===== config.mk =====
export PLATFORM = sky130hd
export DESIGN_NAME = time_core_bcd_flat
export DESIGN_NICKNAME = d
export VERILOG_FILES = /design/src/rtl/time_core_bcd_if.sv /design/src/rtl/time_core_bcd.sv /design/src/flat_wrapper.sv
export SDC_FILE = /design/constraint.sdc
export NUM_CORES = 1
export LEC_CHECK = 0
export ABC_AREA = 0
export CAP_MARGIN = 20
export CORE_MARGIN = 2
export CORE_UTILIZATION = 50
export CTS_CLUSTER_SIZE = 24
export DETAILED_ROUTE_END_ITERATION = 10
export GPL_TIMING_DRIVEN = 0
export PLACE_DENSITY = 0.71
export SLEW_MARGIN = 20
export SYNTH_ARGS = -nofsm -noshare
export SYNTH_HDL_FRONTEND = slang
export SYNTH_SLANG_ARGS = --single-unit

===== constraint.sdc =====
create_clock -name CLOCK -period 3.4 [get_ports CLOCK]
set_clock_uncertainty 0.2 [all_clocks]
set_input_delay 0.68 -clock CLOCK [delete_from_list [all_inputs] [get_ports CLOCK]]
set_output_delay 0.68 -clock CLOCK [all_outputs]
set_load 0.05 [all_outputs]

===== src/rtl/time_core_bcd_if.sv =====
// Key-pulse and display-side signals of the BCD time-of-day core.
// TIME_CORE_DEC_EN adds the iDecKey line.
interface time_core_bcd_if;
  logic        iModeKey;
  logic        iSelKey;
  logic        iIncKey;
`ifdef TIME_CORE_DEC_EN
  logic        iDecKey;
`endif
  logic [23:0] oTime;
  logic        oSetMode;
  logic [2:0]  oSetSel;
  logic        oSecTick;
  logic        oDayTick;

`ifdef TIME_CORE_DEC_EN
  modport master (output iModeKey, iSelKey, iIncKey, iDecKey,
                  input  oTime, oSetMode, oSetSel, oSecTick, oDayTick);
  modport slave  (input  iModeKey, iSelKey, iIncKey, iDecKey,
                  output oTime, oSetMode, oSetSel, oSecTick, oDayTick);
`else
  modport master (output iModeKey, iSelKey, iIncKey,
                  input  oTime, oSetMode, oSetSel, oSecTick, oDayTick);
  modport slave  (input  iModeKey, iSelKey, iIncKey,
                  output oTime, oSetMode, oSetSel, oSecTick, oDayTick);
`endif
endinterface


===== src/rtl/time_core_bcd.sv =====
// HH:MM:SS packed-BCD time keeper with a per-digit SET mode for the 6-digit scanner.
// Optional macro TIME_CORE_DEC_EN adds a decrement key for SET mode.
module time_core_bcd #(
  parameter int          CLK_HZ    = 50_000_000,
  parameter logic [23:0] INIT_TIME = 24'h12_00_00
) (
  input logic             CLOCK,
  input logic             RESET,
  time_core_bcd_if.slave  bus
);

  typedef enum logic {RUN, SET} state_t;

  localparam logic [25:0] TERM = 26'(CLK_HZ - 1);

  state_t      state, state_next;
  logic [25:0] presc, presc_next;
  logic [23:0] time_q, time_next;
  logic [2:0]  sel_q, sel_next;
  logic        set_q, set_next;
  logic        sec_q, sec_next;
  logic        day_q, day_next;

  logic mode_key, sel_key, inc_key;
  assign mode_key = bus.iModeKey;
  assign sel_key  = bus.iSelKey;
  assign inc_key  = bus.iIncKey;

  assign bus.oTime    = time_q;
  assign bus.oSetMode = set_q;
  assign bus.oSetSel  = sel_q;
  assign bus.oSecTick = sec_q;
  assign bus.oDayTick = day_q;

  function automatic logic [23:0] next_second(input logic [23:0] t);
    logic [3:0] ht, hu, mt, mu, st, su;
    {ht, hu, mt, mu, st, su} = t;
    if (su != 4'd9) su = su + 4'd1;
    else begin
      su = 4'd0;
      if (st != 4'd5) st = st + 4'd1;
      else begin
        st = 4'd0;
        if (mu != 4'd9) mu = mu + 4'd1;
        else begin
          mu = 4'd0;
          if (mt != 4'd5) mt = mt + 4'd1;
          else begin
            mt = 4'd0;
            if (ht == 4'd2 && hu == 4'd3) begin
              ht = 4'd0;
              hu = 4'd0;
            end else if (hu == 4'd9) begin
              hu = 4'd0;
              ht = ht + 4'd1;
            end else begin
              hu = hu + 4'd1;
            end
          end
        end
      end
    end
    return {ht, hu, mt, mu, st, su};
  endfunction

  function automatic logic [3:0] wrap_step(input logic [3:0] d, input logic [3:0] lim,
                                           input logic up);
    if (up) return (d >= lim) ? 4'd0 : d + 4'd1;
    else    return (d == 4'd0) ? lim : d - 4'd1;
  endfunction

  // Edits one digit with no carry; the hour-tens edit clamps Hu so 2x never exceeds 23.
  function automatic logic [23:0] digit_step(input logic [23:0] t, input logic [2:0] sel,
                                             input logic up);
    logic [3:0] ht, hu, mt, mu, st, su;
    {ht, hu, mt, mu, st, su} = t;
    case (sel)
      3'd0: begin
        ht = wrap_step(ht, 4'd2, up);
        if (ht == 4'd2 && hu > 4'd3) hu = 4'd3;
      end
      3'd1:    hu = wrap_step(hu, (ht == 4'd2) ? 4'd3 : 4'd9, up);
      3'd2:    mt = wrap_step(mt, 4'd5, up);
      3'd3:    mu = wrap_step(mu, 4'd9, up);
      3'd4:    st = wrap_step(st, 4'd5, up);
      3'd5:    su = wrap_step(su, 4'd9, up);
      default: ;
    endcase
    return {ht, hu, mt, mu, st, su};
  endfunction

  always_ff @(posedge CLOCK or negedge RESET) begin
    if (!RESET) state <= RUN;
    else        state <= state_next;
  end

  always_comb begin
    state_next = state;
    if (mode_key) state_next = (state == RUN) ? SET : RUN;
  end

  // Mode key outranks everything, so a terminal count on the RUN->SET edge is dropped.
  always_comb begin
    time_next  = time_q;
    presc_next = presc;
    sel_next   = sel_q;
    sec_next   = 1'b0;
    day_next   = 1'b0;
    case (state)
      RUN: begin
        sel_next = 3'd0;
        if (mode_key) begin
          presc_next = 26'd0;
        end else if (presc == TERM) begin
          presc_next = 26'd0;
          time_next  = next_second(time_q);
          sec_next   = 1'b1;
          day_next   = (time_q == 24'h23_59_59);
        end else begin
          presc_next = presc + 26'd1;
        end
      end
      SET: begin
        presc_next = 26'd0;
        if (mode_key)      sel_next  = 3'd0;
        else if (sel_key)  sel_next  = (sel_q == 3'd5) ? 3'd0 : sel_q + 3'd1;
        else if (inc_key)  time_next = digit_step(time_q, sel_q, 1'b1);
`ifdef TIME_CORE_DEC_EN
        else if (bus.iDecKey) time_next = digit_step(time_q, sel_q, 1'b0);
`endif
      end
      default: ;
    endcase
    set_next = (state_next == SET);
  end

  always_ff @(posedge CLOCK or negedge RESET) begin
    if (!RESET) begin
      presc  <= 26'd0;
      time_q <= INIT_TIME;
      sel_q  <= 3'd0;
      set_q  <= 1'b0;
      sec_q  <= 1'b0;
      day_q  <= 1'b0;
    end else begin
      presc  <= presc_next;
      time_q <= time_next;
      sel_q  <= sel_next;
      set_q  <= set_next;
      sec_q  <= sec_next;
      day_q  <= day_next;
    end
  end

endmodule


===== src/flat_wrapper.sv =====
// flat-port wrapper written by rule: the top's interface ports become plain ports
module time_core_bcd_flat 
#(
  parameter int          CLK_HZ    = 50_000_000,
  parameter logic [23:0] INIT_TIME = 24'h12_00_00
)
  (CLOCK, RESET, bus_iModeKey, bus_iSelKey, bus_iIncKey, bus_oTime, bus_oSetMode, bus_oSetSel, bus_oSecTick, bus_oDayTick);
  time_core_bcd_if bus_i ();
  input logic CLOCK;
  input logic RESET;
  input wire logic [$bits(bus_i.iModeKey)-1:0] bus_iModeKey;
  input wire logic [$bits(bus_i.iSelKey)-1:0] bus_iSelKey;
  input wire logic [$bits(bus_i.iIncKey)-1:0] bus_iIncKey;
  output wire logic [$bits(bus_i.oTime)-1:0] bus_oTime;
  output wire logic [$bits(bus_i.oSetMode)-1:0] bus_oSetMode;
  output wire logic [$bits(bus_i.oSetSel)-1:0] bus_oSetSel;
  output wire logic [$bits(bus_i.oSecTick)-1:0] bus_oSecTick;
  output wire logic [$bits(bus_i.oDayTick)-1:0] bus_oDayTick;
  assign bus_i.iModeKey = bus_iModeKey;
  assign bus_i.iSelKey = bus_iSelKey;
  assign bus_i.iIncKey = bus_iIncKey;
  assign bus_oTime = bus_i.oTime;
  assign bus_oSetMode = bus_i.oSetMode;
  assign bus_oSetSel = bus_i.oSetSel;
  assign bus_oSecTick = bus_i.oSecTick;
  assign bus_oDayTick = bus_i.oDayTick;
  time_core_bcd #(.CLK_HZ(CLK_HZ), .INIT_TIME(INIT_TIME)) u_core (.CLOCK(CLOCK), .RESET(RESET), .bus(bus_i));
endmodule

==> results.txt, run 1 <==
top cells by area, synth = dfrtp_1 (39%), ha_1 (7.2%), nor2_1 (4.8%), xnor2_1 (3.5%), inv_1 (2.8%)
FFs w/ async S/R, synth = 100%
Synth cell types = 59
area leader, netlist = dfrtp_1
CP dominant cell by count = ha_1
vias in the first global route = 2616
Post-synth EDFFs = 0
Final ANT Viol Nets = 0
most frequent cells in the layout = dfrtp_1 (54), nor2_1 (44), clkdlybuf4s50_1 (33)
CP Class = flop to flop
global-route wire length before repair = 12500 um
drt total wl = 7280 um
Crit path arrival time = 2.73 ns
1st-iter DRT viols = 247
crit path launch type = flop
Worst-Skew Late Latency = 0.32 ns
largest net degree at the start of global routing = 57
Synth Instances = 363
std cell rows = 30
status = finished, final reports clean
Worst path max stage delay = 0.45 ns
Max Cap Viol = 0
Setup Viol. Count Final = 0
initial core utilization = 51.2%
dpl cells = 477
hold_ws = 0.192 ns
clock buffer count from CTS = 5
fin nets = 429
DRC Markers = 0
Slew headroom = 51.5%
worst slew pin tran = 0.721 ns
I/O pins = 35
Leak Pwr = 1.68 nW
FF+latch count, synth = 56
total internal power = 1.15 mW
Sink Count = 56
sw power = 0.796 mW
power share of the sequential group = 42.2%
DRT Pass-1 Iters = 4
clock power share = 19.5%
Seq/Total Area, Yosys = 40.6%
r2r setup slk = 0.64 ns
hold_buf cts = 0
clock root cell = clkbuf_8
Comb power frac = 38.3%
final hold viol count = 0
Peak Freq = 363 MHz
fin cells = 485
placement-stage cell area = 3890 um^2
GR Overflow Total = 0
reg2reg end = u_core.bus.oTime[18]
endpoint class of the critical path = flop
Fillers = 603
Power Total = 1.95 mW
Routed WL per cell = 15.0 um
layout cells sized above 1 = 7.16%
clock buffer depth = 2
core outline area = 6760 um^2
Synth warnings = 0
leading cell type in the layout, fill and taps excluded = dfrtp_1
area grow syn2layout = 15.3%
setup_tns = 0 ns
Port Buffers = 34
ant diodes = 0
top-area cell type share of the netlist area = 39.1%
CP cell instances = ha_1 -> nor3b_1 -> inv_1 -> ha_1 -> a211oi_1 -> o211ai_1 -> a21oi_1 -> o41ai_1 -> o31ai_1
die area = 7600 um^2
RSZ-0062 raised after global routing = no
Crit-path slowest cell = dfrtp_1
Die Wd = 87.2 um
clock-pin slew on the worst setup and hold paths = 0.10 ns
Die H = 87.2 um
CTS tree = built
Hold WC Path Type = input port to async pin
Synth Net Count = 388
peak supply drop = 0.215 mV
Synth Area per Inst = 9.52 um^2
initial antenna violation count = 0
finished layout cell area = 3990 um^2
R2R cell count = 9
worst r2r src = u_core.bus.oTime[21]
H-tree levels = 2
Post-CTS Setup Bufs = 0
Main synth FF type = dfrtp_1
Critical Path RT = 3.37 ns
All-Layer GR Usage = 20.6%
Switching Fraction = 40.9%
cell area power density = 488 nW/um^2
post-DR vias/cell = 5.71
count of pins over their slew limit = 0
post-synthesis cell area = 3460 um^2
dpl hpwl = 5340 um
cts repair resizes = 0
crit-path max FO = 6
Routability Congestion = 0.796
Tmin final = 2.76 ns
fin crit share = 81.1%
via count = 2768
[worst max-delay path, delay by kind of cell (launching register included)]
kind,cells,cell delay [ns]
AOI/OAI and AO/OA,5,0.98
adders and majority gates,2,0.49
buffers and inverters,1,0.09
DFF,1,0.45
and+or+nand+nor,1,0.43
[worst max-delay path by stage]
| stage | from | to | slack [ns] | depth (start not counted) |
|---|---|---|---|---|
| 4_1_cts | u_core.bus.oTime[20] | u_core.bus.oTime[18] | 0.67 | 10 |
| 3_5_place_dp | bus_iSelKey | u_core.bus.oTime[22] | 0.55 | 5 |
| 3_3_place_gp | RESET | u_core.bus.oTime[16] | -0.29 | 1 |
| 5_1_grt | u_core.bus.oTime[21] | u_core.bus.oTime[18] | 0.48 | 8 |
| 2_1_floorplan | u_core.bus.oTime[0] | u_core.bus.oTime[22] | 0.52 | 6 |
| 6_report | u_core.bus.oTime[21] | u_core.bus.oTime[18] | 0.64 | 9 |
[layout make-up]
| cell class | count | area (um^2) | share of cell area (%) |
|---|---|---|---|
| inverter | 26 | 97.6 | 2.45 |
| clock inverter | 2 | 10.0 | 0.251 |
| buffer | 8 | 31.3 | 0.784 |
| clock buffer | 6 | 82.6 | 2.07 |
| tap | 80 | 100 | 2.51 |
| sequential | 56 | 1400 | 35.2 |
| multi-input combinational | 273 | 1920 | 48.3 |
| timing repair buffer | 34 | 338 | 8.47 |
[sequential cells by signal (all words and copies together) (netlist names)]
signal and flops:
u_core.bus.oSetSel 3, u_core.presc 26, u_core.bus.oTime 24, u_core.state 1, u_core.bus.oDayTick 1, u_core.bus.oSecTick 1
[routing by layer]
| layer | wire [um] | up-vias | GRT usage [%] |
|---|---|---|---|
| li1 | - | 1386 | - |
| met1 | 3720 | 1335 | 31.3 |
| met2 | 3280 | 41 | 30.3 |
| met3 | 213 | 6 | 3.60 |
| met4 | 72 | 0 | 5.45 |
| met5 | 0 | - | 0 |
[through the flow]
stage / utilization [%] / setup slack, ns
6_report: 59.0 / 0.642
5_1_grt: 59.0 / 0.479
4_1_cts: 59.0 / 0.670
3_5_place_dp: 57.6 / 0.554
3_3_place_gp: 57.7 / -0.288
2_1_floorplan: - / 0.522
[cell usage after synthesis, types with 3 or more instances]
cell      number
and2_1         7
nand3_1       15
and4_1         6
a221o_1        5
nor4_1         7
ha_1          20
o21ai_0        7
and3_1         8
dfrtp_1       54
xor2_1        11
a32o_1         3
mux2_2         5
mux2i_1        6
xnor2_1       14
nand2_1       21
nor2b_1        6
inv_1         26
a21oi_1        5
a22o_1         3
clkbuf_1       7
nor3b_1        3
a21oi_2        3
nor2_1        44
nand2b_1       5
nor3_1        15
nand4_1       11
[logic make-up after synthesis]
| group | after synthesis | synth area share [%] |
|---|---|---|
| DFF | 56 | 40.6 |
| AOI/OAI and AO/OA | 52 | 11.8 |
| adders and majority gates | 20 | 7.24 |
| and+or+nand+nor | 163 | 26.0 |
| buffers and inverters | 34 | 3.73 |
| muxes | 13 | 4.23 |
| xor gates and xnor gates | 25 | 6.33 |
[power by group through the flow]
stage                     registers (mW)  logic [mW]  clock network [mW]
final                              0.822       0.745               0.379
after global routing               0.834       0.820               0.420
after CTS                          0.821       0.748               0.392
after detailed placement           0.835       0.745                   0
after global placement             0.835       0.734                   0
after floorplan                    0.981       0.366                   0
(Power assumes the default switching activity.)
==> run 2, diff against run 1 <==
--- a/config.mk
+++ b/config.mk
@@ -12,7 +12,7 @@
 export CTS_CLUSTER_SIZE = 24
 export DETAILED_ROUTE_END_ITERATION = 10
 export GPL_TIMING_DRIVEN = 0
-export PLACE_DENSITY = 0.71
+export PLACE_DENSITY = 0.74
 export SLEW_MARGIN = 20
 export SYNTH_ARGS = -nofsm -noshare
 export SYNTH_HDL_FRONTEND = slang
==> constraint.sdc (replaced) <==
create_clock -name CLOCK -period 2.4 [get_ports CLOCK]
set_clock_uncertainty 0.2 [all_clocks]
set_input_delay 0.48 -clock CLOCK [delete_from_list [all_inputs] [get_ports CLOCK]]
set_output_delay 0.48 -clock CLOCK [all_outputs]
set_load 0.05 [all_outputs]
==> run 2 against run 1 <==
  * The run now ends with setup timing left
  * Cell count rose by 3.1%
  * Register-to-register slack worse by 0.71 ns
  * Worst hold slack got worse by 0.18 ns
  * Utilization rose by 4.9 points
  * Clock-buffer cell count did not move
  * Fmax is 12% higher
  * Cell area rose by 8.3%
  * Wire length grew 7.1%
  * Via count increased by 3.6%
  * Clock power up 37%
  * Die area is the same
==> results.txt, run 2 (synthesis results as in run 1) <==
most frequent cells in the layout = nor2_1 (44), dfrtp_1 (44), clkdlybuf4s50_1 (27) (was dfrtp_1 (54), nor2_1 (44), clkdlybuf4s50_1 (33))
hold_buf cts = 0 (unchanged)
die area = 7600 um^2 (unchanged)
Die H = 87.2 um (unchanged)
clock buffer count from CTS = 5 (unchanged)
H-tree levels = 2 (unchanged)
worst slack at placement = -0.220 ns (was 0.554 ns)
Setup Viol. Count Final = 7 (was 0)
setup ws final = -0.0656 ns (was 0.642 ns)
DRC Markers = 0 (unchanged)
Critical Path RT = 2.38 ns (was 3.37 ns)
via count = 2867 (was 2768)
clock buffer depth = 2 (unchanged)
initial antenna violation count = 0 (unchanged)
Peak Freq = 406 MHz (was 363 MHz)
Leak Pwr = 1.81 nW (was 1.68 nW)
Worst Setup EP = u_core.bus.oTime[18] (unchanged)
finished layout cell area = 4320 um^2 (was 3990 um^2)
setup_tns = -0.236 ns (was 0 ns)
All-Layer GR Usage = 20.9% (was 20.6%)
Largest register FFs = 26 (unchanged)
vias in the first global route = 2729 (was 2616)
drt total wl = 7800 um (was 7280 um)
final hold viol count = 0 (unchanged)
Die Wd = 87.2 um (unchanged)
Routed WL per cell = 15.6 um (was 15.0 um)
Routability Congestion = 0.804 (was 0.796)
dpl cells = 477 (unchanged)
Final ANT Viol Nets = 0 (unchanged)
Crit path arrival time = 2.45 ns (was 2.73 ns)
initial core utilization = 51.2% (unchanged)
reg2reg end = u_core.bus.oTime[18] (unchanged)
Tmin final = 2.47 ns (was 2.76 ns)
area grow syn2layout = 25.0% (was 15.3%)
crit path launch type = flop (unchanged)
Worst-Skew Late Latency = 0.31 ns (was 0.32 ns)
ant diodes = 0 (unchanged)
status = finished, violations left (was finished, final reports clean)
cell area power density = 667 nW/um^2 (was 488 nW/um^2)
endpoint class of the critical path = flop (unchanged)
Sink Count = 56 (unchanged)
peak supply drop = 0.301 mV (was 0.215 mV)
Max Cap Viol = 0 (unchanged)
RSZ-0062 raised after global routing = yes (was no)
Port Buffers = 34 (unchanged)
CTS tree = built (unchanged)
Slew headroom = 52.3% (was 51.5%)
violated checks = setup timing
layout cells sized above 1 = 18.1% (was 7.16%)
GR Overflow Total = 0 (unchanged)
Largest Register = u_core.presc (unchanged)
count of pins over their slew limit = 0 (unchanged)
core outline area = 6760 um^2 (unchanged)
fin nets = 444 (was 429)
fin cells = 500 (was 485)
placement-stage cell area = 3980 um^2 (was 3890 um^2)
I/O pins = 35 (unchanged)
Hold WC Path Type = input port to async pin (unchanged)
worst slew pin tran = 0.715 ns (was 0.721 ns)
1st-iter DRT viols = 138 (was 247)
worst setup path start = u_core.bus.oTime[20] (was u_core.bus.oTime[21])
clock root cell = clkbuf_8 (unchanged)
post-DR vias/cell = 5.73 (was 5.71)
DRT Pass-1 Iters = 4 (unchanged)
crit-path max FO = 6 (unchanged)
largest net degree at the start of global routing = 57 (unchanged)
R2R cell count = 10 (was 9)
worst r2r src = u_core.bus.oTime[20] (was u_core.bus.oTime[21])
r2r setup slk = -0.07 ns (was 0.64 ns)
std cell rows = 30 (unchanged)
CP Class = flop to flop (unchanged)
global-route wire length before repair = 12700 um (was 12500 um)
fin crit share = 103% (was 81.1%)
clock-pin slew on the worst setup and hold paths = 0.11 ns (was 0.10 ns)
dpl hpwl = 5360 um (was 5340 um)
## run 2: cell count changes in the layout (fill, tap and decap cells not counted), sizes merged
cell           delta
clkinv            -1
clkinvlp          +1
dlymetal6s2s      +4
buf              +17
clkdlybuf4s50     -6
dlygate4sd2       +2
clkbuf            -2
## run 2: power by group
part	total (mW)	internal, mW	leakage (nW)	switching [mW]
Combinational	1.17	0.432	1.05	0.743
Clock	0.519	0.205	0.0412	0.314
Sequential	1.19	1.04	0.722	0.150
Total	2.88	1.68	1.81	1.21
## run 2: area by class of cell
class / instances / area, um^2
clock inverters: 2 / 12.5
well taps: 80 / 100
flip-flops and latches: 56 / 1420
clock buffers: 6 / 72.6
repair buffers: 50 / 477
inverters: 26 / 100
fillers: 557 / 2440
multi-input cells: 273 / 2110
plain buffers: 7 / 30.0
## run 2: routing by layer
layer | GRT usage [%] | up-vias | share of wire [%]
met5 | 0 | - | 0
met1 | 30.7 | 1377 | 50
met3 | 3.51 | 8 | 2.8
met2 | 32.8 | 50 | 47
li1 | - | 1432 | -
met4 | 4.34 | 0 | 0.92
## run 2: timing repair
item                                    in CTS  in global routing
pin swaps                                    9                  9
gates resized for setup                     17                 17
endpoints found under the setup margin      44                 25
setup buffers                               11                  5
## run 2: worst min path at each step
stage / start / to / slack (ns) / cells after the start
after global routing: RESET / u_core.presc[21] / 0.07 / 1
after floorplan: RESET / u_core.bus.oDayTick / -0.02 / 0
after CTS: RESET / u_core.presc[20] / 0.05 / 1
after global placement: u_core.presc[0] / u_core.presc[0] / 0.29 / 1
after detailed placement: u_core.presc[0] / u_core.presc[0] / 0.29 / 1
final: RESET / u_core.presc[14] / 0.01 / 1
## run 2: worst max-delay path, stage by stage, from the launching register on
cell	delay [ns]
dfstp_4	0.51
inv_4	0.07
ha_4	0.12
nor3b_4	0.23
inv_1	0.08
ha_1	0.30
a211oi_2	0.07
o211ai_1	0.25
a21oi_1	0.11
o41ai_1	0.29
o31ai_1	0.12
## run 2: through the flow
step | power (mW) | util, % | hold WS [ns]
2_1_floorplan | 1.96 | - | -0.0156
3_3_place_gp | 2.28 | 58.9 | 0.286
3_5_place_dp | 2.29 | 58.9 | 0.290
4_1_cts | 2.83 | 62.2 | 0.0461
5_1_grt | 3.04 | 63.9 | 0.0653
6_report | 2.88 | 63.9 | 0.0108
